===== config.mk =====
export PLATFORM = sky130hd
export DESIGN_NAME = card_hand_bank
export DESIGN_NICKNAME = d
export VERILOG_FILES = /design/src/rtl/card_hand_bank.sv
export SDC_FILE = /design/constraint.sdc
export NUM_CORES = 1
export LEC_CHECK = 0
export BUFFER_PORTS_ARGS = -buffer_cell sky130_fd_sc_hd__buf_2
export CORE_MARGIN = 5
export CORE_UTILIZATION = 35
export CTS_BUF_LIST = sky130_fd_sc_hd__clkbuf_8
export CTS_CLUSTER_DIAMETER = 50
export DETAILED_ROUTE_END_ITERATION = 6
export GPL_ROUTABILITY_DRIVEN = 0
export PLACE_DENSITY = 0.59
export RECOVER_POWER = 100
export SYNTH_ARGS = -nofsm -noshare
export SYNTH_HDL_FRONTEND = slang
export SYNTH_SLANG_ARGS = --single-unit
export TNS_END_PERCENT = 100

===== constraint.sdc =====
create_clock -name slow_clock -period 6.5 [get_ports slow_clock]
set_input_delay 0 -clock slow_clock [delete_from_list [all_inputs] [get_ports slow_clock]]
set_output_delay 0 -clock slow_clock [all_outputs]
set_load 0.01 [all_outputs]

===== src/rtl/card_hand_bank.sv =====
// card_hand_bank: NUM_HANDS x MAX_CARDS card storage with an internal 1..13
// card source, a valid/ready deal port and a registered baccarat score
// (modulo 10) per hand.
//
// Deal handshake: a card is accepted on a rising slow_clock edge where
// deal_valid && deal_ready. deal_ready is purely combinational and does not
// depend on deal_valid; a requester may hold deal_valid high across cycles
// and it will be accepted on the first edge where deal_ready is also high.
module card_hand_bank #(
  parameter int NUM_HANDS = 2,
  parameter int MAX_CARDS = 3,
  localparam int HW = (NUM_HANDS > 1) ? $clog2(NUM_HANDS) : 1,
  localparam int CW = $clog2(MAX_CARDS + 1)
) (
  input  logic                             slow_clock,
  input  logic                             resetb,
  input  logic                             clear,
  input  logic                             deal_valid,
  input  logic [HW-1:0]                    deal_hand,
  output logic                             deal_ready,
  output logic                             deal_done,
  output logic [3:0]                       last_card,
  output logic [NUM_HANDS*MAX_CARDS*4-1:0] card_code,
  output logic [NUM_HANDS*CW-1:0]          card_count,
  output logic [NUM_HANDS*4-1:0]           score,
  output logic [NUM_HANDS-1:0]             hand_full,
  output logic                             state_dbg
);

  localparam logic IDLE  = 1'b0;
  localparam logic SCORE = 1'b1;

  logic          state_q, state_d;
  logic [3:0]    cnt_q, cnt_d;
  logic [3:0]    code_q [NUM_HANDS*MAX_CARDS];
  logic [3:0]    code_d [NUM_HANDS*MAX_CARDS];
  logic [CW-1:0] count_q [NUM_HANDS];
  logic [CW-1:0] count_d [NUM_HANDS];
  logic [3:0]    score_q [NUM_HANDS];
  logic [3:0]    score_d [NUM_HANDS];
  logic [3:0]    last_q, last_d;
  logic [HW-1:0] idx_q, idx_d;
  logic [3:0]    card_q, card_d;
  logic          done_q, done_d;

  logic          hand_ok;
  logic          sel_full;
  logic          accept;

  // Adds one card's baccarat value (10, J, Q, K count as 0) to a score.
  function automatic logic [3:0] add_mod10(input logic [3:0] acc,
                                           input logic [3:0] card);
    logic [3:0] v;
    logic [4:0] s;
    v = (card >= 4'd10) ? 4'd0 : card;
    s = {1'b0, acc} + {1'b0, v};
    if (s >= 5'd10) begin
      s = s - 5'd10;
    end
    return s[3:0];
  endfunction

  // Free-running card source 1..13; never paused by clear or busy states.
  always_comb begin
    cnt_d = (cnt_q == 4'd13) ? 4'd1 : cnt_q + 4'd1;
  end

  // Decode the requested hand: range check and its full flag.
  always_comb begin
    hand_ok  = 1'b0;
    sel_full = 1'b0;
    for (int h = 0; h < NUM_HANDS; h++) begin
      if (deal_hand == HW'(h)) begin
        hand_ok  = 1'b1;
        sel_full = (count_q[h] == CW'(MAX_CARDS));
      end
    end
  end

  assign deal_ready = (state_q == IDLE) && !clear && hand_ok && !sel_full;
  assign accept     = deal_valid && deal_ready;

  // Next-state logic: card write on accept, score update one cycle later.
  always_comb begin
    state_d = state_q;
    code_d  = code_q;
    count_d = count_q;
    score_d = score_q;
    last_d  = last_q;
    idx_d   = idx_q;
    card_d  = card_q;
    done_d  = 1'b0;
    if (clear) begin
      state_d = IDLE;
      for (int i = 0; i < NUM_HANDS*MAX_CARDS; i++) code_d[i] = 4'd0;
      for (int h = 0; h < NUM_HANDS; h++) begin
        count_d[h] = '0;
        score_d[h] = 4'd0;
      end
      last_d = 4'd0;
    end else if (state_q == IDLE) begin
      if (accept) begin
        for (int h = 0; h < NUM_HANDS; h++) begin
          if (deal_hand == HW'(h)) begin
            for (int s = 0; s < MAX_CARDS; s++) begin
              if (count_q[h] == CW'(s)) code_d[h*MAX_CARDS+s] = cnt_q;
            end
            count_d[h] = count_q[h] + CW'(1);
          end
        end
        last_d  = cnt_q;
        idx_d   = deal_hand;
        card_d  = cnt_q;
        state_d = SCORE;
      end
    end else begin
      for (int h = 0; h < NUM_HANDS; h++) begin
        if (idx_q == HW'(h)) score_d[h] = add_mod10(score_q[h], card_q);
      end
      done_d  = 1'b1;
      state_d = IDLE;
    end
  end

  // State registers; reset drops any pending score and restarts the source.
  always_ff @(posedge slow_clock or posedge resetb) begin
    if (resetb) begin
      state_q <= IDLE;
      cnt_q   <= 4'd1;
      code_q  <= '{default: '0};
      count_q <= '{default: '0};
      score_q <= '{default: '0};
      last_q  <= 4'd0;
      idx_q   <= '0;
      card_q  <= 4'd0;
      done_q  <= 1'b0;
    end else begin
      state_q <= state_d;
      cnt_q   <= cnt_d;
      code_q  <= code_d;
      count_q <= count_d;
      score_q <= score_d;
      last_q  <= last_d;
      idx_q   <= idx_d;
      card_q  <= card_d;
      done_q  <= done_d;
    end
  end

  // Pack per-hand storage onto the flat output buses.
  always_comb begin
    card_code  = '0;
    card_count = '0;
    score      = '0;
    hand_full  = '0;
    for (int h = 0; h < NUM_HANDS; h++) begin
      for (int s = 0; s < MAX_CARDS; s++) begin
        card_code[(h*MAX_CARDS+s)*4 +: 4] = code_q[h*MAX_CARDS+s];
      end
      card_count[h*CW +: CW] = count_q[h];
      score[h*4 +: 4]        = score_q[h];
      hand_full[h]           = (count_q[h] == CW'(MAX_CARDS));
    end
  end

  assign deal_done = done_q;
  assign last_card = last_q;
  assign state_dbg = state_q;

endmodule


==> metrics.txt, run 1 <==
status=finished, violations left; failing checks=capacitance limit, slew limit; Async S/R FF share, synth=100.0%; layout cells sized above 1=10.34%; Final Instance Count excl. Fillers=421; clock buffer count from CTS=5; Die ar.=0.009794 sq mm; CTS HTree Levels=2; Synth Register Bits=51; clk_skew=0.008381 ns; DRT iter0 DRCs=61; CTS root buf=clkbuf_8; Final Setup Violations=0; Rel. slew slack=-30.79%; Die X=98.97 um; simple-gate share of the synthesized area=19.60%; Hold Crit Class=in2reg; worst setup margin=3.564 ns; Port Buffer Count=49; Slew Limit Fails=72; most common cell after layout, fill and taps aside=dfrtp_1; Synth Area per Inst=10.26 sq um; TritonCTS clock tree=built; Cell variety after synth=54; Critical Path RT=6.67 ns; dpl ws=3.897 ns; Worst VDD drop=77.60 uV; multiplexer share of the synthesized area=5.601%; area share of fa/ha/maj cells after synthesis=8.130%; Cells after Synth=270; average wire per standard cell=14.28 um; Clock Latency Late Sink=0.31 ns; Max-Cap Viols=2; Critical Path End Type=flip-flop; pwr dens=213.8 mW/mm^2; XOR/XNOR Fraction of Synth Area=2.846%; initial antenna violation count=0; TritonRoute pass-1 iters=4; Clock Path Buffers=2; die height=98.97 um; Synth warnings=0; CP Launch Type=flip-flop; Post-synth EDFFs=0; vias in the first global route=2149; global-route wire length before repair=10.22 mm; vias per cell=4.941; via count=2080; Core Rows=32; # diodes=0; final hold violation count=0; RSZ-0062 raised after global routing=false; Final ANT Viol Nets=0; wirelength, routed=6.010 mm; Tot GR Track Use=12.61%; core area=0.007727 sq mm; largest family of logic cells by synthesized area=simple AND/OR/NAND/NOR gates; complex-gate fraction of the synthesized area=13.78%; CP arrival=3.11 ns; placed cells=412; DRC Markers=0; register area share after synthesis=46.12%; synth top area cells=dfrtp_1 45%, ha_1 8.1%, nand2_1 5.8%, mux2_2 4.9%, a21oi_1 4.0%; initial core utilization=35.85%; PostCTS Resize Cnt=0; worst slew pin tran=1.958 ns; total I/O pin count=50; final instance area=0.003073 sq mm; largest area contributor in the netlist=dfrtp_1; clock sinks=51; worst-path fanout max=19; largest net degree at the start of global routing=52; LEAKAGE=1.337 nW; most frequent cells in the layout=50 x dfrtp_1, 45 x clkbuf_1, 43 x nand2_1; Max Fclk=340.6 MHz; hpwl dp=4.368 mm; placed instance area=0.003092 sq mm; grt total ovfl=0; Synth top area share=45.17%; Area Growth Syn to Fin=10.93%; nets=341; Syn Nets=293; setup tns final=0 ns; synthesized cell area=0.002770 sq mm; Clock Pin Slew Worst Setup and Hold Paths=0.10 ns; final hold slack=0.01274 ns; critical path type=reg2reg; post-route minimum period=2.936 ns; top_reg_cell synth=dfrtp_1; Final period util=45.17%
## critical path, cell delays in order, from the launching register on
cell and delay [ns]:
dfrtp_1 0.45, ha_1 0.26, nor3b_1 1.52, nand2_1 0.34
nand2_1 0.16, a21oi_1 0.08
## path summary, 6_finish.rpt
| check | from | endpoint | slack (ns) | cells after the start |
|---|---|---|---|---|
| worst max-delay path | card_count[2]$_DFFE_PP0P_ | card_code[22]$_DFFE_PP0P_ | 3.56 | 5 |
| worst min-delay path | deal_valid | last_card[1]$_DFFE_PP0P_ | 0.01 | 3 |
| worst max register to register | card_count[2]$_DFFE_PP0P_ | card_code[22]$_DFFE_PP0P_ | 3.56 | 5 |
| worst min register to register | card_q[0]$_DFFE_PP0P_ | card_q[0]$_DFFE_PP0P_ | 0.50 | 2 |
| max in group asynchronous | resetb | score[2]$_DFFE_PP0P_ | 4.51 | 3 |
| min in group asynchronous | resetb | card_code[0]$_DFFE_PP0P_ | 0.87 | 3 |
## Yosys cell counts (3+ instances only)
cell and instances:
nor2b_1 5, a22o_1 3, o21ai_1 3, nor2_1 8
nand3b_1 5, ha_1 18, dfrtp_1 50, xnor2_1 7
o21ai_0 10, nor3_1 4, nand2_1 43, a21oi_1 22
inv_1 13, clkbuf_1 4, mux2_2 12, nand3_1 13
## cell families (layout without fill, tap and decap cells)
kind of cell,after synthesis,after routing
XOR/XNOR,9,9
AND/OR/NAND/NOR,100,100
flip-flops,51,51
buffers and inverters,23,72
AO/OA/AOI/OAI,55,55
multiplexers,14,14
adder cells (fa/ha/maj),18,18
## metrics by stage
step,power [mW],util [%]
floorplan,0.4513,-
global placement,0.4818,40.01
detailed placement,0.4846,40.01
CTS,0.6734,41.29
global route,0.6976,39.77
finish,0.6571,39.77
## final cells by class
cell class / count / area, sq um
Timing Repair Buffer: 50 / 198.9
Sequential cell: 51 / 1277
Multi-Input combinational cell: 196 / 1326
Clock buffer: 5 / 68.82
Inverter: 14 / 53.80
Clock inverter: 3 / 20.02
Tap cell: 102 / 127.6
Fill cell: 831 / 4654
## what timing repair did
action                    4_1_cts  5_1_grt
buffers inserted                0        0
hold endpoints to repair        6        0
hold buffers                    1        0
## routing by layer
metal	share of wire, %	vias up	global-route usage [%]
met1	49	1002	17.11
li1	-	1032	-
met3	4.4	4	3.539
met4	0.62	0	3.151
met2	46	42	19.89
met5	0	-	0
## where the power goes
group / leakage, nW / internal [mW] / switching (mW)
logic: 0.617 / 0.0506 / 0.0728
registers: 0.674 / 0.332 / 0.0141
clock network: 0.0460 / 0.0761 / 0.112
## flip-flops by register name (all words and copies together), names as in the netlist
name        cells
deal_done       1
last_card       4
card_q          4
idx_q           1
score           8
card_count      4
state_dbg       1
card_code      24
cnt_q           4
Power figures use the tool's default switching activity.
==> inputs of run 2 (changes only) <==
--- a/config.mk
+++ b/config.mk
@@ -5,6 +5,7 @@
 export SDC_FILE = /design/constraint.sdc
 export NUM_CORES = 1
 export LEC_CHECK = 0
+export ABC_AREA = 1
 export BUFFER_PORTS_ARGS = -buffer_cell sky130_fd_sc_hd__buf_2
 export CORE_MARGIN = 5
 export CORE_UTILIZATION = 35
@@ -12,7 +13,7 @@
 export CTS_CLUSTER_DIAMETER = 50
 export DETAILED_ROUTE_END_ITERATION = 6
 export GPL_ROUTABILITY_DRIVEN = 0
-export PLACE_DENSITY = 0.59
+export PLACE_DENSITY = 0.6
 export RECOVER_POWER = 100
 export SYNTH_ARGS = -nofsm -noshare
 export SYNTH_HDL_FRONTEND = slang
==> constraint.sdc (replaced) <==
create_clock -name slow_clock -period 3.04 [get_ports slow_clock]
set_input_delay 0 -clock slow_clock [delete_from_list [all_inputs] [get_ports slow_clock]]
set_output_delay 0 -clock slow_clock [all_outputs]
set_load 0.01 [all_outputs]
==> run 2 against run 1 <==
- final cell count rose by 11%
- sequential share of layout area rose by 1.6 points
- cell area down 3.7%
- synthesized cell count increased by 14%
- die area fell by 3.2%
- combinational power increased to 3.7 times the previous value
- first-iteration DRC count decreased by 20%
- utilization rose by 0.58 points
- the flow finishes with violations (capacitance limit)
- non-clock buffer count up 2
==> metrics.txt, run 2 <==
Worst VDD drop=293.8 uV; RSZ-0062 raised after global routing=false; pwr dens=562.6 mW/mm^2; Final period util=75.05%; initial core utilization=36.46%; register area share after synthesis=47.80%; P_sw=582.4 uW; switching share of total power=35.00%; top-count cell post-synth=nand2_1; final hold violation count=0; CP Launch Type=flip-flop; final hold slack=0.01458 ns; Tot GR Track Use=13.12%; Hold Crit Class=in2reg; total I/O pin count=50; Synth Register Bits=51; Critical Path RT=3.23 ns; CP arrival=2.48 ns; Die ar.=0.009484 sq mm; DRC Markers=0; most common cell after layout, fill and taps aside=nand2_1; largest area contributor in the netlist=dfrtp_1; Clock Latency Late Sink=0.30 ns; Hold Path Stages=3; Int Pwr=1.082 mW; Seq pwr share=49.4%; vias per cell=4.575; average wire per standard cell=12.49 um; status=finished, violations left; # diodes=0; failing checks=capacitance limit; grt total ovfl=0; DRT iter0 DRCs=49; Max-Cap Viols=1; TritonCTS clock tree=built; met1 wire length=2.796 mm; worst-path fanout max=5; Clock power frac=23.6%; critical path type=reg2reg; nets=389; Cell variety after synth=25; clk_skew=0.008583 ns; LEAKAGE=1.500 nW; most frequent cells in the layout=76 x nand2_1, 50 x dfrtp_1, 46 x clkbuf_1; top layer in use=met4; setup tns final=0 ns; clock sinks=51; Die X=97.39 um; top_reg_cell synth=dfrtp_1; total length of routed met2 wires=2.656 mm; via count=2132; largest net degree at the start of global routing=39; Synth warnings=0; vias in the first global route=2165; Synth Area per Inst=8.649 sq um; post-layout util=40.35%; Final ANT Viol Nets=0; Largest register FFs=24; placed cells=456; Reg2Reg Depth=16; Rel. slew slack=1.053%; wirelength, routed=5.819 mm; Async S/R FF share, synth=100.0%; initial antenna violation count=0; worst setup margin=0.7584 ns; Area Growth Syn to Fin=10.67%; Logic pwr share=27.0%; clock buffer count from CTS=5; Critical Path End Type=flip-flop; Syn Nets=332; Clock Path Buffers=2; CTS root buf=clkbuf_8; core area=0.007331 sq mm; Post-synth EDFFs=0; Max Fclk=438.3 MHz; synthesized cell area=0.002673 sq mm; dpl ws=0.7872 ns; worst slew pin tran=1.483 ns; post-route minimum period=2.282 ns; Final Setup Violations=0; die height=97.39 um; synth top area cells=dfrtp_1 47%, nand2_1 10%, ha_1 8.4%, inv_1 5.5%, nor2_1 4.5%; Final Instance Count excl. Fillers=466; DR WL met3=300 um; TritonRoute pass-1 iters=4; Post-synth top cells=72 x nand2_1, 50 x dfrtp_1, 39 x inv_1; Synth top area share=46.82%; Slew Limit Fails=0; Clock Pin Slew Worst Setup and Hold Paths=0.09 ns; CTS HTree Levels=2; Core Rows=31; global-route wire length before repair=10.25 mm; Port Buffer Count=49; Cells after Synth=309; hpwl dp=4.378 mm; layout cells sized above 1=4.360%
[run 2: logic make-up (layout without fill, tap and decap cells)]
kind of cell	after synthesis	after routing	share of synthesized area, %
buf+inv	46	104	6.835
flops	51	51	47.80
fa+ha+maj	18	18	8.427
compound gates	54	54	12.36
simple gates	140	140	24.58
[run 2: routing by layer]
| metal | track usage, % | up-vias |
|---|---|---|
| met1 | 16.62 | 987 |
| li1 | - | 1102 |
| met2 | 21.82 | 36 |
| met4 | 3.514 | 0 |
| met3 | 3.877 | 7 |
| met5 | 0 | - |
[run 2: power groups by stage]
stage	registers, mW	clock network, mW	logic (mW)
6_report	0.822	0.393	0.450
5_1_grt	0.835	0.446	0.521
4_1_cts	0.820	0.415	0.520
3_5_place_dp	0.830	0	0.517
3_3_place_gp	0.831	0	0.505
2_1_floorplan	0.861	0	0.327
[run 2: area by class of cell]
cell class,count,area [sq um]
Multi-Input combinational cell,212,1085
Timing Repair Buffer,52,212.7
Clock buffer,5,68.82
Clock inverter,3,20.02
Sequential cell,51,1277
Fill cell,782,4373
Tap cell,99,123.9
Inverter,44,170.2
[run 2: worst max-delay path: stages (launching register included)]
cell	delay, ns
dfrtp_1	0.43
o21ai_0	0.22
inv_1	0.08
nor2_1	0.14
ha_1	0.19
ha_1	0.14
inv_1	0.05
nand2_1	0.07
nand2_1	0.07
and2_0	0.16
ha_1	0.20
nand2_1	0.07
nand3_1	0.10
nand2_1	0.09
nand2_1	0.05
nand3_1	0.06
nand2_1	0.05
[run 2: worst paths after layout]
| kind | slack [ns] | endpoint | startpoint |
|---|---|---|---|
| max | 0.76 | score[5]$_DFFE_PP0P_ | card_q[1]$_DFFE_PP0P_ |
| min in group asynchronous | 0.68 | cnt_q[2]$_DFF_PP0_ | resetb |
| min reg2reg | 0.48 | cnt_q[0]$_DFF_PP1_ | cnt_q[1]$_DFF_PP0_ |
| max reg2reg | 0.76 | score[5]$_DFFE_PP0P_ | card_q[1]$_DFFE_PP0P_ |
| max in group asynchronous | 1.04 | card_code[15]$_DFFE_PP0P_ | resetb |
| min | 0.01 | idx_q$_DFFE_PP0P_ | deal_hand |
[run 2: repair_timing]
action / in CTS / in global routing
endpoints found under the hold margin: 37 / 0
setup buffers: 0 / 0
hold buffers: 2 / 0
gates resized for setup: 0 / 0
endpoints found under the setup margin: 0 / 0
[run 2: metrics by stage]
step                      area, sq um  power [mW]
after detailed placement         3039       1.347
final                            2958       1.664
after global placement           3039       1.336
after floorplan                  2673       1.187
after global routing             2958       1.802
after CTS                        3148       1.756
